**src/rtl/rv_isa_pkg.sv**
```systemverilog
// Shared RV64I encoding constants and the operation-select enumeration.
// Used by both the instruction encoder/loader and the control decoder.
package rv_isa_pkg;

  // Major opcodes of the instruction subset the core decodes
  localparam logic [6:0] OP_RTYPE  = 7'b0110011;
  localparam logic [6:0] OP_LOAD   = 7'b0000011;
  localparam logic [6:0] OP_STORE  = 7'b0100011;
  localparam logic [6:0] OP_BRANCH = 7'b1100011;

  // funct3 values
  localparam logic [2:0] F3_ADD_SUB = 3'b000;
  localparam logic [2:0] F3_AND     = 3'b111;
  localparam logic [2:0] F3_OR      = 3'b110;
  localparam logic [2:0] F3_DWORD   = 3'b011;
  localparam logic [2:0] F3_BEQ     = 3'b000;

  // funct7 values
  localparam logic [6:0] F7_BASE = 7'b0000000;
  localparam logic [6:0] F7_SUB  = 7'b0100000;

  // Abstract operation requested of the encoder
  typedef enum logic [2:0] {
    OPS_ADD  = 3'd0,
    OPS_SUB  = 3'd1,
    OPS_AND  = 3'd2,
    OPS_OR   = 3'd3,
    OPS_LD   = 3'd4,
    OPS_SD   = 3'd5,
    OPS_BEQ  = 3'd6,
    OPS_RSVD = 3'd7
  } op_sel_e;

endpackage

```
**src/rtl/sync_fifo.sv**
```systemverilog
// Synchronous FIFO with full/empty flags and a synchronous flush.
// Storage is cleared by the asynchronous reset so the head reads zero after reset.
module sync_fifo #(
  parameter int WIDTH = 32,
  parameter int DEPTH = 4
) (
  input  logic             clk,
  input  logic             rst_n,
  input  logic             flush,
  input  logic             push,
  input  logic [WIDTH-1:0] push_data,
  input  logic             pop,
  output logic [WIDTH-1:0] pop_data,
  output logic             full,
  output logic             empty
);

  localparam int AW = $clog2(DEPTH);
  localparam logic [AW:0] FULL_CNT = DEPTH[AW:0];

  logic [WIDTH-1:0] mem_r [DEPTH];
  logic [AW-1:0]    wr_ptr_r;
  logic [AW-1:0]    rd_ptr_r;
  logic [AW:0]      count_r;
  logic             push_ok_s;
  logic             pop_ok_s;

  assign full      = (count_r == FULL_CNT);
  assign empty     = (count_r == {(AW+1){1'b0}});
  assign push_ok_s = push && !full;
  assign pop_ok_s  = pop && !empty;
  assign pop_data  = mem_r[rd_ptr_r];

  // Storage, pointers and occupancy; flush discards any same-cycle push/pop
  always_ff @(posedge clk or negedge rst_n) begin
    if (!rst_n) begin
      for (int i = 0; i < DEPTH; i++) begin
        mem_r[i] <= {WIDTH{1'b0}};
      end
      wr_ptr_r <= {AW{1'b0}};
      rd_ptr_r <= {AW{1'b0}};
      count_r  <= {(AW+1){1'b0}};
    end else if (flush) begin
      wr_ptr_r <= {AW{1'b0}};
      rd_ptr_r <= {AW{1'b0}};
      count_r  <= {(AW+1){1'b0}};
    end else begin
      if (push_ok_s) begin
        mem_r[wr_ptr_r] <= push_data;
        wr_ptr_r        <= wr_ptr_r + {{(AW-1){1'b0}}, 1'b1};
      end
      if (pop_ok_s) begin
        rd_ptr_r <= rd_ptr_r + {{(AW-1){1'b0}}, 1'b1};
      end
      case ({push_ok_s, pop_ok_s})
        2'b10:   count_r <= count_r + {{AW{1'b0}}, 1'b1};
        2'b01:   count_r <= count_r - {{AW{1'b0}}, 1'b1};
        default: count_r <= count_r;
      endcase
    end
  end

endmodule

```
**src/rtl/instr_encoder_loader.sv**
```systemverilog
// Encodes abstract operation requests into RV64I words (R-type, ld, sd, beq),
// buffers them and writes them sequentially into instruction memory.
module instr_encoder_loader
  import rv_isa_pkg::*;
#(
  parameter int FIFO_DEPTH = 4,
  parameter int ADDR_W     = 32,
  parameter int BASE_ADDR  = 0,
  parameter int MEM_WORDS  = 256
) (
  input  logic              clk,
  input  logic              rst_n,
  input  logic              flush,
  input  logic              in_valid,
  output logic              in_ready,
  input  logic [2:0]        op_sel,
  input  logic [4:0]        rd,
  input  logic [4:0]        rs1,
  input  logic [4:0]        rs2,
  input  logic [12:0]       imm,
  output logic              err,
  output logic              wr_valid,
  input  logic              wr_ready,
  output logic [ADDR_W-1:0] wr_addr,
  output logic [31:0]       wr_data,
  output logic [15:0]       wr_count
);

  localparam logic [ADDR_W-1:0] BASE_A = ADDR_W'(BASE_ADDR);
  localparam logic [ADDR_W-1:0] LAST_A = ADDR_W'(BASE_ADDR + 4 * (MEM_WORDS - 1));
  localparam logic [ADDR_W-1:0] STEP_A = ADDR_W'(4);

  op_sel_e           op_s;
  logic [31:0]       enc_word_s;
  logic              legal_s;
  logic              accept_s;
  logic              push_s;
  logic              pop_s;
  logic              full_s;
  logic              empty_s;
  logic [ADDR_W-1:0] addr_r;
  logic [15:0]       count_r;
  logic              err_r;

  assign op_s     = op_sel_e'(op_sel);
  assign in_ready = !full_s;
  assign accept_s = in_valid && in_ready;
  assign push_s   = accept_s && legal_s && !flush;
  assign pop_s    = wr_valid && wr_ready && !flush;
  assign wr_valid = !empty_s;
  assign wr_addr  = addr_r;
  assign wr_count = count_r;
  assign err      = err_r;

  // Combinational encoder; also flags reserved ops and misaligned branch offsets
  always_comb begin
    enc_word_s = 32'd0;
    legal_s    = 1'b1;
    case (op_s)
      OPS_ADD: enc_word_s = {F7_BASE, rs2, rs1, F3_ADD_SUB, rd, OP_RTYPE};
      OPS_SUB: enc_word_s = {F7_SUB,  rs2, rs1, F3_ADD_SUB, rd, OP_RTYPE};
      OPS_AND: enc_word_s = {F7_BASE, rs2, rs1, F3_AND,     rd, OP_RTYPE};
      OPS_OR:  enc_word_s = {F7_BASE, rs2, rs1, F3_OR,      rd, OP_RTYPE};
      OPS_LD:  enc_word_s = {imm[11:0], rs1, F3_DWORD, rd, OP_LOAD};
      OPS_SD:  enc_word_s = {imm[11:5], rs2, rs1, F3_DWORD, imm[4:0], OP_STORE};
      OPS_BEQ: begin
        enc_word_s = {imm[12], imm[10:5], rs2, rs1, F3_BEQ, imm[4:1], imm[11], OP_BRANCH};
        legal_s    = !imm[0];
      end
      OPS_RSVD: legal_s = 1'b0;
      default:  legal_s = 1'b0;
    endcase
  end

  sync_fifo #(
    .WIDTH (32),
    .DEPTH (FIFO_DEPTH)
  ) u_fifo (
    .clk       (clk),
    .rst_n     (rst_n),
    .flush     (flush),
    .push      (push_s),
    .push_data (enc_word_s),
    .pop       (pop_s),
    .pop_data  (wr_data),
    .full      (full_s),
    .empty     (empty_s)
  );

  // Write address (wrapping), saturating write count and reject pulse
  always_ff @(posedge clk or negedge rst_n) begin
    if (!rst_n) begin
      addr_r  <= BASE_A;
      count_r <= 16'd0;
      err_r   <= 1'b0;
    end else if (flush) begin
      addr_r  <= BASE_A;
      count_r <= 16'd0;
      err_r   <= 1'b0;
    end else begin
      err_r <= accept_s && !legal_s;
      if (pop_s) begin
        if (addr_r == LAST_A) begin
          addr_r <= BASE_A;
        end else begin
          addr_r <= addr_r + STEP_A;
        end
        if (count_r != 16'hFFFF) begin
          count_r <= count_r + 16'd1;
        end else begin
          count_r <= count_r;
        end
      end else begin
        addr_r  <= addr_r;
        count_r <= count_r;
      end
    end
  end

endmodule

```
**config.mk**
```make
export PLATFORM = sky130hd
export DESIGN_NAME = instr_encoder_loader
export DESIGN_NICKNAME = d
export VERILOG_FILES = /design/src/rtl/rv_isa_pkg.sv /design/src/rtl/sync_fifo.sv /design/src/rtl/instr_encoder_loader.sv
export SDC_FILE = /design/constraint.sdc
export NUM_CORES = 1
export LEC_CHECK = 0
export CORE_ASPECT_RATIO = 2
export CORE_MARGIN = 10
export CORE_UTILIZATION = 35
export DETAILED_ROUTE_END_ITERATION = 7
export GPL_ROUTABILITY_DRIVEN = 0
export GPL_TIMING_DRIVEN = 0
export SLEW_MARGIN = 25
export SYNTH_ARGS = -nofsm -noshare
export SYNTH_HDL_FRONTEND = slang
export SYNTH_SLANG_ARGS = --single-unit
```
**constraint.sdc**
```tcl
create_clock -name clk -period 2.5 [get_ports clk]
set_clock_uncertainty 0.2 [all_clocks]
set_input_delay 0.5 -clock clk [delete_from_list [all_inputs] [get_ports clk]]
set_output_delay 0.5 -clock clk [all_outputs]
set_load 0.005 [all_outputs]
```
### Word level (Yosys, flattened, before mapping)

Index checks and enable logic that the tools add are counted.

| word-level totals | value |
|---|---|
| word-level logic and storage cells | 78 |
| input bits | 36 |
| output and inout bits | 83 |
| flip-flop bits (word level) | 184 |

| cells by class | value |
|---|---|
| $lt $le $gt $ge | 3 |
| $add $sub $neg | 6 |
| reductions and logical operators | 23 |
| bitwise operators | 3 |
| equality and inequality tests | 12 |
| muxes and demuxes | 21 |

Operators by type and width:

| kind | count |
|---|---|
| 32-bit one-hot mux with 7 select lines | 1 |
| 32-bit 2-to-1 mux | 6 |
| 128-bit bitwise mux | 1 |
| 32-bit binary-select mux with 2-bit select | 1 |
| 32-bit demux with 2-bit select | 1 |
| 16-bit 2-to-1 mux | 3 |
| 32-bit by 3-bit adder with 32-bit output (second input constant) | 1 |
| 32-bit by 10-bit == test with 1-bit output (second input constant) | 1 |
| 16-bit by 1-bit adder with 16-bit output (second input constant) | 1 |
| 16-bit != test (second input constant) | 1 |
| 3-bit == test (second input constant) | 5 |
| 1-bit logical AND | 9 |
| 2-bit 2-to-1 mux | 4 |
| 2-bit nonzero test | 4 |
| 3-bit by 2-bit == test with 1-bit output (second input constant) | 2 |
| 3-bit >= comparator (second input constant) | 2 |
| 3-bit logical NOT | 2 |
| 2-bit inverter with 3-bit output | 2 |
| 3-bit one-hot mux with 2 select lines | 1 |
| 1-bit logical NOT | 5 |
| 2-bit by 1-bit adder with 2-bit output (second input constant) | 2 |
| 2-bit AND reduction | 2 |
| 3-bit by 1-bit adder with 3-bit output (second input constant) | 1 |
| 3-bit by 1-bit == test with 1-bit output (second input constant) | 1 |
| 9 further kinds | 9 |

### Depth between registers and ports, before layout

Gate-level depths: netlist of the first run.

| logic depth | value |
|---|---|
| depth in word-level cells | 9 |
| depth in mapped cells | 9 |
| mapped depth without buffers | 7 |

### By module

Synthesis of the first run repeated with hierarchy kept, for this count alone.

| second synthesis, totals | value |
|---|---|
| cell total of the unflattened synthesis | 763 |
| area total of the unflattened synthesis | 9,884.5 um2 |

Modules (own cells, without submodules):

| module | instances | seq. area each (um2) | area an instance (um2) | cells each |
|---|---|---|---|---|
| sync_fifo | 1 | 3,378.2 | 6,731.5 | 375 |
| instr_encoder_loader | 1 | 1,176.1 | 3,153.0 | 388 |

### Worst setup path before layout of the first run

Ideal clock, no wire load.

| path | value |
|---|---|
| kind | input to register |
| from | input port flush |
| to | register u_fifo.count_r[2] |
| stages | 8 |
| arrival | 2.154 ns |
| path slack | 0.012 ns |
| buffers on the path | 3 |
| data required time | 2.166 ns |
| setup time | 0.134 ns |
| path through | buf_2 -> buf_1 -> clkbuf_1 -> nor3_1 -> fa_1 -> nor3_1 -> o21ai_0 -> nor3b_2 |

| on the way | value |
|---|---|
| longest elaborated chain between the ends | 6 |
| elaborated cells between the ends (all ways) | 10 |
| those cells by class | eq/ne: 2; mux: 2; reduce/logical: 6 |

RTL lines:

| element | RTL line | RTL |
|---|---|---|
| from (decl) | instr_encoder_loader.sv:13 | `input logic flush,` |
| 1-bit logical NOT | instr_encoder_loader.sv:48, instr_encoder_loader.sv:49 |  |
| 1-bit logical AND, on equally long branches | instr_encoder_loader.sv:49, instr_encoder_loader.sv:48 |  |
| 1-bit logical AND, on equally long branches | sync_fifo.sv:31, sync_fifo.sv:30 |  |
| 2-bit by 1-bit == test with 1-bit output / 2-bit == test (equally long branches) | sync_fifo.sv:55 | `case ({push_ok_s, pop_ok_s})` |
| 3-bit one-hot mux with 2 select lines | sync_fifo.sv:55 |  |
| 3-bit 2-to-1 mux | sync_fifo.sv:43 | `end else if (flush) begin` |
| to (signal assigned) | sync_fifo.sv:42 | `count_r <= {(AW+1){1'b0}};` |
| to (signal assigned) | sync_fifo.sv:56 | `2'b10: count_r <= count_r + {{AW{1'b0}}, 1'b1};` |
| to (signal assigned) | sync_fifo.sv:57 | `2'b01: count_r <= count_r - {{AW{1'b0}}, 1'b1};` |
| to (decl) | sync_fifo.sv:24 | `logic [AW:0] count_r;` |

Parallel ways exist; a longest one is shown, timed or not.
A chain may end at the register's enable or synchronous reset.

### Worst setup path after layout of the first run

| path | value |
|---|---|
| from | register u_fifo.rd_ptr_r[0] |
| to | output port wr_data[6] |

| on the way | value |
|---|---|
| longest elaborated chain between the ends | 4 |

RTL lines:

| element | RTL line | RTL |
|---|---|---|
| from (decl) | sync_fifo.sv:23 | `logic [AW-1:0] rd_ptr_r;` |
| from (signal assigned) | sync_fifo.sv:41 | `rd_ptr_r <= {AW{1'b0}};` |
| from (signal assigned) | sync_fifo.sv:45 | `rd_ptr_r <= {AW{1'b0}};` |
| from (signal assigned) | sync_fifo.sv:53 | `rd_ptr_r <= rd_ptr_r + {{(AW-1){1'b0}}, 1'b1};` |
| 2-bit inverter with 3-bit output (not written as such) | sync_fifo.sv:32 | `assign pop_data = mem_r[rd_ptr_r];` |
| 32-bit binary-select mux with 2-bit select | sync_fifo.sv:32 |  |
| 32-bit 2-to-1 mux (not written as such) (2 in series) | sync_fifo.sv:32 |  |
| to (decl) | instr_encoder_loader.sv:25 | `output logic [31:0] wr_data,` |

No other way between the ends. The select of a mux whose other input is x is not followed.

==> Flow_metrics.wiki, run 1 <==
{| class="wikitable"
! Metric !! Value
|-
| Run status || finished with violations
|-
| Failing checks || negative setup slack
|-
| Die X || 129.2 µm
|-
| I/O Pins || 119
|-
| Area growth syn-to-layout || 30.55%
|-
| Count of clock tree sinks || 170
|-
| Post-synth top flop || sky130_fd_sc_hd__dfrtp_1
|-
| Maximum resistive drop on vdd || 0.5659 mV
|-
| Max-cap violations || 0
|-
| Synth cell types || 69
|-
| Via count of the first global-routing pass || 7471
|-
| Min-Delay Path Depth || 1
|-
| Area of the die || 0.03080 mm²
|-
| Clock input transition at the sequential cells of the worst setup and hold paths || 70 ps
|-
| Root Buffer || sky130_fd_sc_hd__clkbuf_16
|-
| Portion of the post-synthesis area used by sequential elements || 50.96%
|-
| Number of buffers inserted by port buffering || 113
|-
| TNS Setup || -849.4 ps
|-
| Mapped Cells || 831
|-
| Cell Pwr Density || 937.5 mW/mm²
|-
| Commonest cells in the netlist || 170 x sky130_fd_sc_hd__dfrtp_1, 168 x sky130_fd_sc_hd__nand2_1, 134 x sky130_fd_sc_hd__o21ai_0, 29 x sky130_fd_sc_hd__mux4_2, 26 x sky130_fd_sc_hd__nor2_1
|-
| Core region area || 0.02343 mm²
|-
| Via count || 7029
|-
| Total of endpoints with negative setup slack in the final report || 15
|-
| Share of layout cells above drive strength 1 || 19.56%
|-
| Synth Register Bits || 170
|-
| Share of total power in sequential cells || 38.9%
|-
| Slew at the pin closest to its max-slew limit || 659.4 ps
|-
| Async SR Flop Fraction || 100.0%
|-
| Number of buffers added by the clock tree synthesis step || 17
|-
| Reg-to-reg setup timing slack || 80 ps
|-
| Leakage power of the design || 4.664 nW
|-
| Kind of path behind the tightest hold check || reg -> reg
|-
| Net switching component of the power || 3.182 mW
|-
| Fraction of the cycle the final worst path needs || 103.9%
|-
| Clk_lat worst skew || 450 ps
|-
| Critical Path Sink Type || primary output
|-
| Core occupancy in the finished layout || 46.52%
|-
| DP Cell Count || 1231
|-
| Number of enable-type register cells in the synthesized netlist || 0
|-
| Dominant cell type by area after synthesis || sky130_fd_sc_hd__dfrtp_1
|-
| Highest achievable clock rate || 384.8 MHz
|-
| DP Wirelength || 19610 µm
|-
| Fillers || 2211
|-
| Most common cell in the synthesized netlist || sky130_fd_sc_hd__dfrtp_1
|-
| Global-route congestion overflow total || 0
|-
| Fin crit period || 2598 ps
|-
| Pre-CTS setup slack || -1415 ps
|-
| Warnings, synthesis || 0
|-
| Diodes inserted || 0
|-
| CTS H-tree lvls || 4
|-
| ANT nets after route || 0
|-
| Number of cells traversed by the worst register-to-register path || 6
|-
| Ratio of routed vias to standard cells || 5.449
|-
| Share of power burned in combinational logic || 34.2%
|-
| Origin of the critical flop-to-flop path || wr_addr[29]
|-
| Headroom to the max-slew limit || 56.04%
|-
| WP data required || 1800 ps
|-
| Pin count of the biggest net entering global routing || 90
|-
| Maximum clock path buffer count || 2
|-
| Data arrival time at the worst-slack endpoint || 1900 ps
|-
| First-pass GRT wire length || 42700 µm
|-
| Net count reported at finish || 1037
|-
| Area of the multi-input gates || 0.003765 mm²
|-
| Post-Layout Cell Count || 1290
|-
| Cell area after technology mapping || 0.008348 mm²
|-
| TritonCTS clock tree || yes
|-
| Critical Path Start Type || flop
|-
| Number of remaining DRC errors || 0
|-
| Wire length reported by the detailed router || 27220 µm
|-
| Critical setup path kind || reg -> out
|-
| Synth Area per Inst || 10.05 µm²
|-
| WHS || 265.0 ps
|-
| Global-route usage over all layers || 18.01%
|-
| Crit path setup slack, layout || -98.46 ps
|-
| Endpoint of the worst register-to-register path || wr_addr[15]
|-
| Row Count || 79
|-
| Area taken by flip-flops and latches || 0.004259 mm²
|-
| Pint || 7.034 mW
|-
| Power share of the clock group || 26.9%
|-
| Maximum fanout along the worst path || 5
|-
| Synth top area cells || sky130_fd_sc_hd__dfrtp_1 51%, sky130_fd_sc_hd__o21ai_0 8.0%, sky130_fd_sc_hd__mux4_2 7.8%
|-
| Height of the chip || 238.4 µm
|-
| Drt initial violations || 460
|-
| Yosys top cell area share || 50.96%
|-
| Switching power share of the total || 31.15%
|-
| Initial core utilization || 35.64%
|-
| Final hold violation count || 0
|-
| End of the worst hold path || u_fifo.mem_r[65]
|-
| Number of antenna violations at the first check in global routing || 0
|-
| Hold Startpoint || u_fifo.mem_r[65]
|-
| Pins over their slew limit || 0
|-
| Detailed-router iteration count before antenna repair || 4
|-
| RSZ-0062 raised after global routing || yes
|-
| Average wire per standard cell || 21.10 µm
|}
==> cell usage in the layout (no fill, tap or decap), types with 5 or more instances in the layout <==
| cell | instances |
|---|---|
| sky130_fd_sc_hd__clkbuf_16 | 17 |
| sky130_fd_sc_hd__mux4_2 | 29 |
| sky130_fd_sc_hd__buf_12 | 7 |
| sky130_fd_sc_hd__o21ai_1 | 5 |
| sky130_fd_sc_hd__clkbuf_2 | 9 |
| sky130_fd_sc_hd__nor3_1 | 6 |
| sky130_fd_sc_hd__nor4_1 | 10 |
| sky130_fd_sc_hd__inv_1 | 19 |
| sky130_fd_sc_hd__nand2_1 | 168 |
| sky130_fd_sc_hd__and3_1 | 8 |
| sky130_fd_sc_hd__clkbuf_4 | 5 |
| sky130_fd_sc_hd__o31ai_1 | 5 |
| sky130_fd_sc_hd__buf_2 | 25 |
| sky130_fd_sc_hd__o21ai_0 | 132 |
| sky130_fd_sc_hd__nand4_1 | 9 |
| sky130_fd_sc_hd__a31oi_1 | 19 |
| sky130_fd_sc_hd__ha_1 | 6 |
| sky130_fd_sc_hd__buf_6 | 24 |
| sky130_fd_sc_hd__nand2b_1 | 9 |
| sky130_fd_sc_hd__nor2_1 | 25 |
| sky130_fd_sc_hd__dfrtp_1 | 166 |
| sky130_fd_sc_hd__buf_4 | 29 |
| sky130_fd_sc_hd__xnor2_1 | 10 |
| sky130_fd_sc_hd__nand3_1 | 20 |
| sky130_fd_sc_hd__o22ai_1 | 5 |
| sky130_fd_sc_hd__clkdlybuf4s50_1 | 78 |
| sky130_fd_sc_hd__a21oi_1 | 23 |
| sky130_fd_sc_hd__or3_1 | 7 |
| sky130_fd_sc_hd__a41oi_1 | 6 |
| sky130_fd_sc_hd__clkbuf_1 | 18 |
==> cell families after synthesis <==
group	after synthesis	share of synthesized area [%]
DFF	170	50.96
xor gates and xnor gates	12	1.349
buffers and inverters	80	4.826
AOI/OAI and AO/OA	227	15.81
and+or+nand+nor	299	17.25
adders and majority gates	7	1.139
other	1	0.04492
muxes	35	8.618
==> cell type report <==
cell class                      count  share of cell area [%]
Tap cell                          283                   3.249
Sequential cell                   170                   39.08
Multi-Input combinational cell    584                   34.55
Timing Repair Buffer              141                   13.07
Inverter                           19                  0.6544
Clock inverter                     12                   1.504
Clock buffer                       20                   4.007
Buffer                             61                   3.892
==> power by group through the flow <==
stage | sequential (mW) | combinational [mW] | clock, mW
after floorplan | 3.86 | 1.71 | 0
after global placement | 3.98 | 3.00 | 0
after detailed placement | 4.01 | 3.05 | 0
after CTS | 3.97 | 3.34 | 2.81
after global routing | 4.07 | 3.83 | 2.92
final | 3.98 | 3.49 | 2.75
==> flip-flops by register name, summed over array words and instances (netlist names) <==
name,count
err,1
u_fifo.count_r,3
u_fifo.mem_r,116
u_fifo.rd_ptr_r,2
u_fifo.wr_ptr_r,2
wr_addr,30
wr_count,16
==> metal layers <==
| layer | vias to the layer above | track usage [%] | share of wire, % |
|---|---|---|---|
| li1 | 3292 | - | - |
| met1 | 3492 | 17.61 | 35 |
| met2 | 190 | 33.48 | 56 |
| met3 | 55 | 4.153 | 4.8 |
| met4 | 0 | 10.05 | 4.1 |
| met5 | - | 0 | 0 |
==> worst max-delay path, stage by stage (launching register included) <==
cell,delay [ps]
sky130_fd_sc_hd__dfrtp_2,410
sky130_fd_sc_hd__buf_12,140
sky130_fd_sc_hd__buf_8,120
sky130_fd_sc_hd__buf_16,120
sky130_fd_sc_hd__mux4_2,510
sky130_fd_sc_hd__buf_2,150
==> worst max-delay path by stage <==
stage / from / to / slack [ps] / depth (start not counted)
after CTS: imm[0] / u_fifo.count_r[2] / -140 / 9
after detailed placement: flush / u_fifo.count_r[2] / -1410 / 9
after global routing: u_fifo.rd_ptr_r[0] / wr_data[9] / -140 / 5
after floorplan: flush / u_fifo.count_r[2] / 10 / 8
final: u_fifo.rd_ptr_r[0] / wr_data[6] / -100 / 5
after global placement: rst_n / u_fifo.mem_r[117] / -6600 / 1
==> through the flow <==
stage | area [µm²] | total power [mW]
6_report | 10900 | 10.22
5_1_grt | 10900 | 10.82
4_1_cts | 10710 | 10.11
3_5_place_dp | 9877 | 7.065
3_3_place_gp | 9844 | 6.975
2_1_floorplan | 8359 | 5.574
==> timing repair <==
item,in CTS,in global routing
pin swaps,4,4
setup buffers,17,7
hold buffers,1,0
cloned,2,0
endpoints found under the hold margin,81,0
gates resized for setup,161,53
endpoints found under the setup margin,90,91
Power figures use the tool's default switching activity.
==> run 2, diff against run 1 <==
--- a/config.mk
+++ b/config.mk
@@ -7,8 +7,10 @@
 export LEC_CHECK = 0
 export CORE_ASPECT_RATIO = 2
 export CORE_MARGIN = 10
-export CORE_UTILIZATION = 35
+export CORE_UTILIZATION = 40
+export CTS_CLUSTER_SIZE = 14
 export DETAILED_ROUTE_END_ITERATION = 7
+export DONT_BUFFER_PORTS = 1
 export GPL_ROUTABILITY_DRIVEN = 0
 export GPL_TIMING_DRIVEN = 0
 export SLEW_MARGIN = 25
==> run 2 against run 1 <==
  * The run ends with negative hold slack left
  * Utilization fell by 0.46 points
  * First-iteration DRC count fell by 9.8%
  * Largest power group unchanged
  * Routed wire length fell by 7.3%
  * Hold slack got worse by 710 ps
==> Flow_metrics.wiki, run 2 (synthesis results as in run 1) <==
{| class="wikitable"
! Metric !! Value
|-
| Run status || finished with violations (unchanged)
|-
| Failing checks || negative hold slack (was negative setup slack)
|-
| Most frequent standard cell in the layout excluding fill and tap cells || sky130_fd_sc_hd__nand2_1 (unchanged)
|-
| Row Count || 74 (was 79)
|-
| Switching power share of the total || 31.25% (was 31.15%)
|-
| Diodes inserted || 0 (unchanged)
|-
| Post-CTS Hold Fix Bufs || 1 (unchanged)
|-
| I/O Pins || 119 (unchanged)
|-
| Average wire per standard cell || 22.20 µm (was 21.10 µm)
|-
| Share of layout cells above drive strength 1 || 15.38% (was 19.56%)
|-
| Drt initial violations || 415 (was 460)
|-
| DP Wirelength || 18570 µm (was 19610 µm)
|-
| Area of the die || 0.02740 mm² (was 0.03080 mm²)
|-
| Global routing met1 resource utilization || 18.12% (was 17.61%)
|-
| Kind of path behind the tightest hold check || in -> async (was reg -> reg)
|-
| Maximum fanout along the worst path || 10 (was 5)
|-
| Core occupancy in the finished layout || 46.06% (was 46.52%)
|-
| Die X || 122.2 µm (was 129.2 µm)
|-
| Headroom to the max-slew limit || 56.84% (was 56.04%)
|-
| Leakage power of the design || 4.005 nW (was 4.664 nW)
|-
| Pins over their slew limit || 0 (unchanged)
|-
| Area taken by flip-flops and latches || 0.004259 mm² (unchanged)
|-
| Critical Path Start Type || flop (unchanged)
|-
| Maximum resistive drop on vdd || 0.4736 mV (was 0.5659 mV)
|-
| TritonCTS clock tree || yes (unchanged)
|-
| Clock input transition at the sequential cells of the worst setup and hold paths || 70 ps (about the same)
|-
| Reg-to-reg setup timing slack || 50 ps (was 80 ps)
|-
| Gr busiest metal || met2 (unchanged)
|-
| Critical setup path kind || reg -> reg (was reg -> out)
|-
| Wire length reported by the detailed router || 25240 µm (was 27220 µm)
|-
| Via count || 6535 (was 7029)
|-
| Top register by number of flip-flops || u_fifo.mem_r (unchanged)
|-
| Global-route congestion overflow total || 0 (unchanged)
|-
| WHS || -447.6 ps (was 265.0 ps)
|-
| Highest achievable clock rate || 408.3 MHz (was 384.8 MHz)
|-
| Global-route usage over all layers || 18.75% (was 18.01%)
|-
| Clk_lat worst skew || 440 ps (was 450 ps)
|-
| Share of total power in sequential cells || 44.1% (was 38.9%)
|-
| Commonest non-fill, non-tap cells in the layout || 168 x sky130_fd_sc_hd__nand2_1, 166 x sky130_fd_sc_hd__dfrtp_1, 134 x sky130_fd_sc_hd__o21ai_0 (was 168 x sky130_fd_sc_hd__nand2_1, 166 x sky130_fd_sc_hd__dfrtp_1, 132 x sky130_fd_sc_hd__o21ai_0)
|-
| Area growth syn-to-layout || 12.90% (was 30.55%)
|-
| Core region area || 0.02046 mm² (was 0.02343 mm²)
|-
| Root Buffer || sky130_fd_sc_hd__clkbuf_16 (unchanged)
|-
| CTS H-tree lvls || 4 (unchanged)
|-
| Number of buffers added by the clock tree synthesis step || 17 (unchanged)
|-
| Number of cells traversed by the worst register-to-register path || 8 (was 6)
|-
| Ratio of routed vias to standard cells || 5.748 (was 5.449)
|-
| Max-cap violations || 0 (unchanged)
|-
| Pin count of the biggest net entering global routing || 171 (was 90)
|-
| Height of the chip || 224.3 µm (was 238.4 µm)
|-
| Power share of the clock group || 30.7% (was 26.9%)
|-
| Fillers || 1964 (was 2211)
|-
| WP data required || 2620 ps (was 1800 ps)
|-
| Number of buffers inserted by port buffering || 0 (was 113)
|-
| Data arrival time at the worst-slack endpoint || 2570 ps (was 1900 ps)
|-
| Area of the multi-input gates || 0.003751 mm² (was 0.003765 mm²)
|-
| Critical Path Sink Type || flop (was primary output)
|-
| RSZ-0062 raised after global routing || yes (unchanged)
|-
| Fraction of the cycle the final worst path needs || 97.96% (was 103.9%)
|-
| First-pass GRT wire length || 39230 µm (was 42700 µm)
|-
| Pint || 6.211 mW (was 7.034 mW)
|-
| Count of clock tree sinks || 170 (unchanged)
|-
| Origin of the critical flop-to-flop path || u_fifo.count_r[2] (was wr_addr[29])
|-
| Flip-flop count of the largest register after layout || 116 (unchanged)
|-
| Number of remaining DRC errors || 0 (unchanged)
|-
| Global-route track usage on met3 || 5.320% (was 4.153%)
|-
| Number of antenna violations at the first check in global routing || 1 (was 0)
|-
| Cell Pwr Density || 958.5 mW/mm² (was 937.5 mW/mm²)
|-
| Share of power burned in combinational logic || 25.2% (was 34.2%)
|-
| Initial core utilization || 40.80% (was 35.64%)
|-
| Via count of the first global-routing pass || 6753 (was 7471)
|-
| Net switching component of the power || 2.823 mW (was 3.182 mW)
|-
| Net count reported at finish || 901 (was 1037)
|-
| Detailed-router iteration count before antenna repair || 4 (unchanged)
|-
| Total of endpoints with negative setup slack in the final report || 0 (was 15)
|-
| Final hold violation count || 170 (was 0)
|-
| Fin crit period || 2449 ps (was 2598 ps)
|-
| Maximum clock path buffer count || 2 (unchanged)
|-
| Endpoint of the worst register-to-register path || u_fifo.count_r[2] (was wr_addr[15])
|-
| Slew at the pin closest to its max-slew limit || 646.0 ps (was 659.4 ps)
|-
| Met2 routing resource usage after global routing || 34.53% (was 33.48%)
|-
| ANT nets after route || 0 (unchanged)
|}
run 2: cell count changes in the layout (fill, tap and decap cells not counted), sizes merged:
| cell | delta |
|---|---|
| buf | -51 |
| inv | +2 |
| clkbuf | -4 |
| clkdlybuf4s50 | -78 |
| clkinvlp | -2 |
| dlymetal6s2s | -3 |
run 2: timing repair:
action,4_1_cts,5_1_grt
hold endpoints to repair,171,170
setup endpoints to repair,56,8
cloned,0,0
buffers inserted,3,1
pin swaps,2,0
gates resized for setup,21,6
run 2: how the worst max path moves through the flow:
stage                                   from  slack, ps  cells after the start           endpoint
after global placement                 flush       -620                      8  u_fifo.count_r[2]
after global routing       u_fifo.count_r[2]         -6                      8  u_fifo.count_r[2]
final                      u_fifo.count_r[2]         50                      8  u_fifo.count_r[2]
after detailed placement               flush       -660                      8  u_fifo.count_r[2]
after floorplan                        flush         10                      8  u_fifo.count_r[2]
after CTS                 u_fifo.rd_ptr_r[0]         20                      3         wr_data[1]
run 2: area by class of cell:
class / count / area share (%)
plain buffers: 61 / 3.863
clock buffers: 20 / 4.739
clock inverters: 12 / 1.699
inverters: 19 / 0.7567
multi-input cells: 584 / 39.80
flip-flops and latches: 170 / 45.19
well taps: 266 / 3.531
repair buffers: 5 / 0.4248
run 2: power by group through the flow:
stage | Combinational, mW | Clock, mW | Sequential [mW]
after global routing | 2.58 | 2.95 | 4.08
after CTS | 2.31 | 2.84 | 3.98
after global placement | 2.19 | 0 | 3.98
after detailed placement | 2.23 | 0 | 4.02
final | 2.28 | 2.78 | 3.98
after floorplan | 1.71 | 0 | 3.86
run 2: stage by stage:
| stage | instances | setup TNS, ps | cell area (µm²) | worst slack, ps | power, mW |
|---|---|---|---|---|---|
| detailed placement | 1100 | -25100 | 8692 | -660.7 | 6.251 |
| global placement | 1100 | -22300 | 8692 | -618.6 | 6.164 |
| floorplan | 834 | 0 | 8359 | 11.95 | 5.574 |
| finish | 1137 | 0 | 9425 | 50.96 | 9.035 |
| CTS | 1136 | 0 | 9399 | 19.58 | 9.136 |
| global route | 1137 | -6.460 | 9425 | -6.460 | 9.603 |
run 2: metal layers:
| layer | vias up | wire length (µm) |
|---|---|---|
| met5 | - | 12 |
| met1 | 3256 | 8701 |
| met3 | 65 | 1448 |
| li1 | 3028 | - |
| met2 | 184 | 14050 |
| met4 | 2 | 1022 |
run 2: worst max-delay path: stages (launching register included):
cell and delay, ps:
sky130_fd_sc_hd__dfrtp_2 450, sky130_fd_sc_hd__or3b_4 270, sky130_fd_sc_hd__and4b_2 280, sky130_fd_sc_hd__buf_6 170, sky130_fd_sc_hd__nor3_2 50, sky130_fd_sc_hd__fa_1 400, sky130_fd_sc_hd__nor3_2 240, sky130_fd_sc_hd__o21ai_0 100
sky130_fd_sc_hd__nor3b_2 150
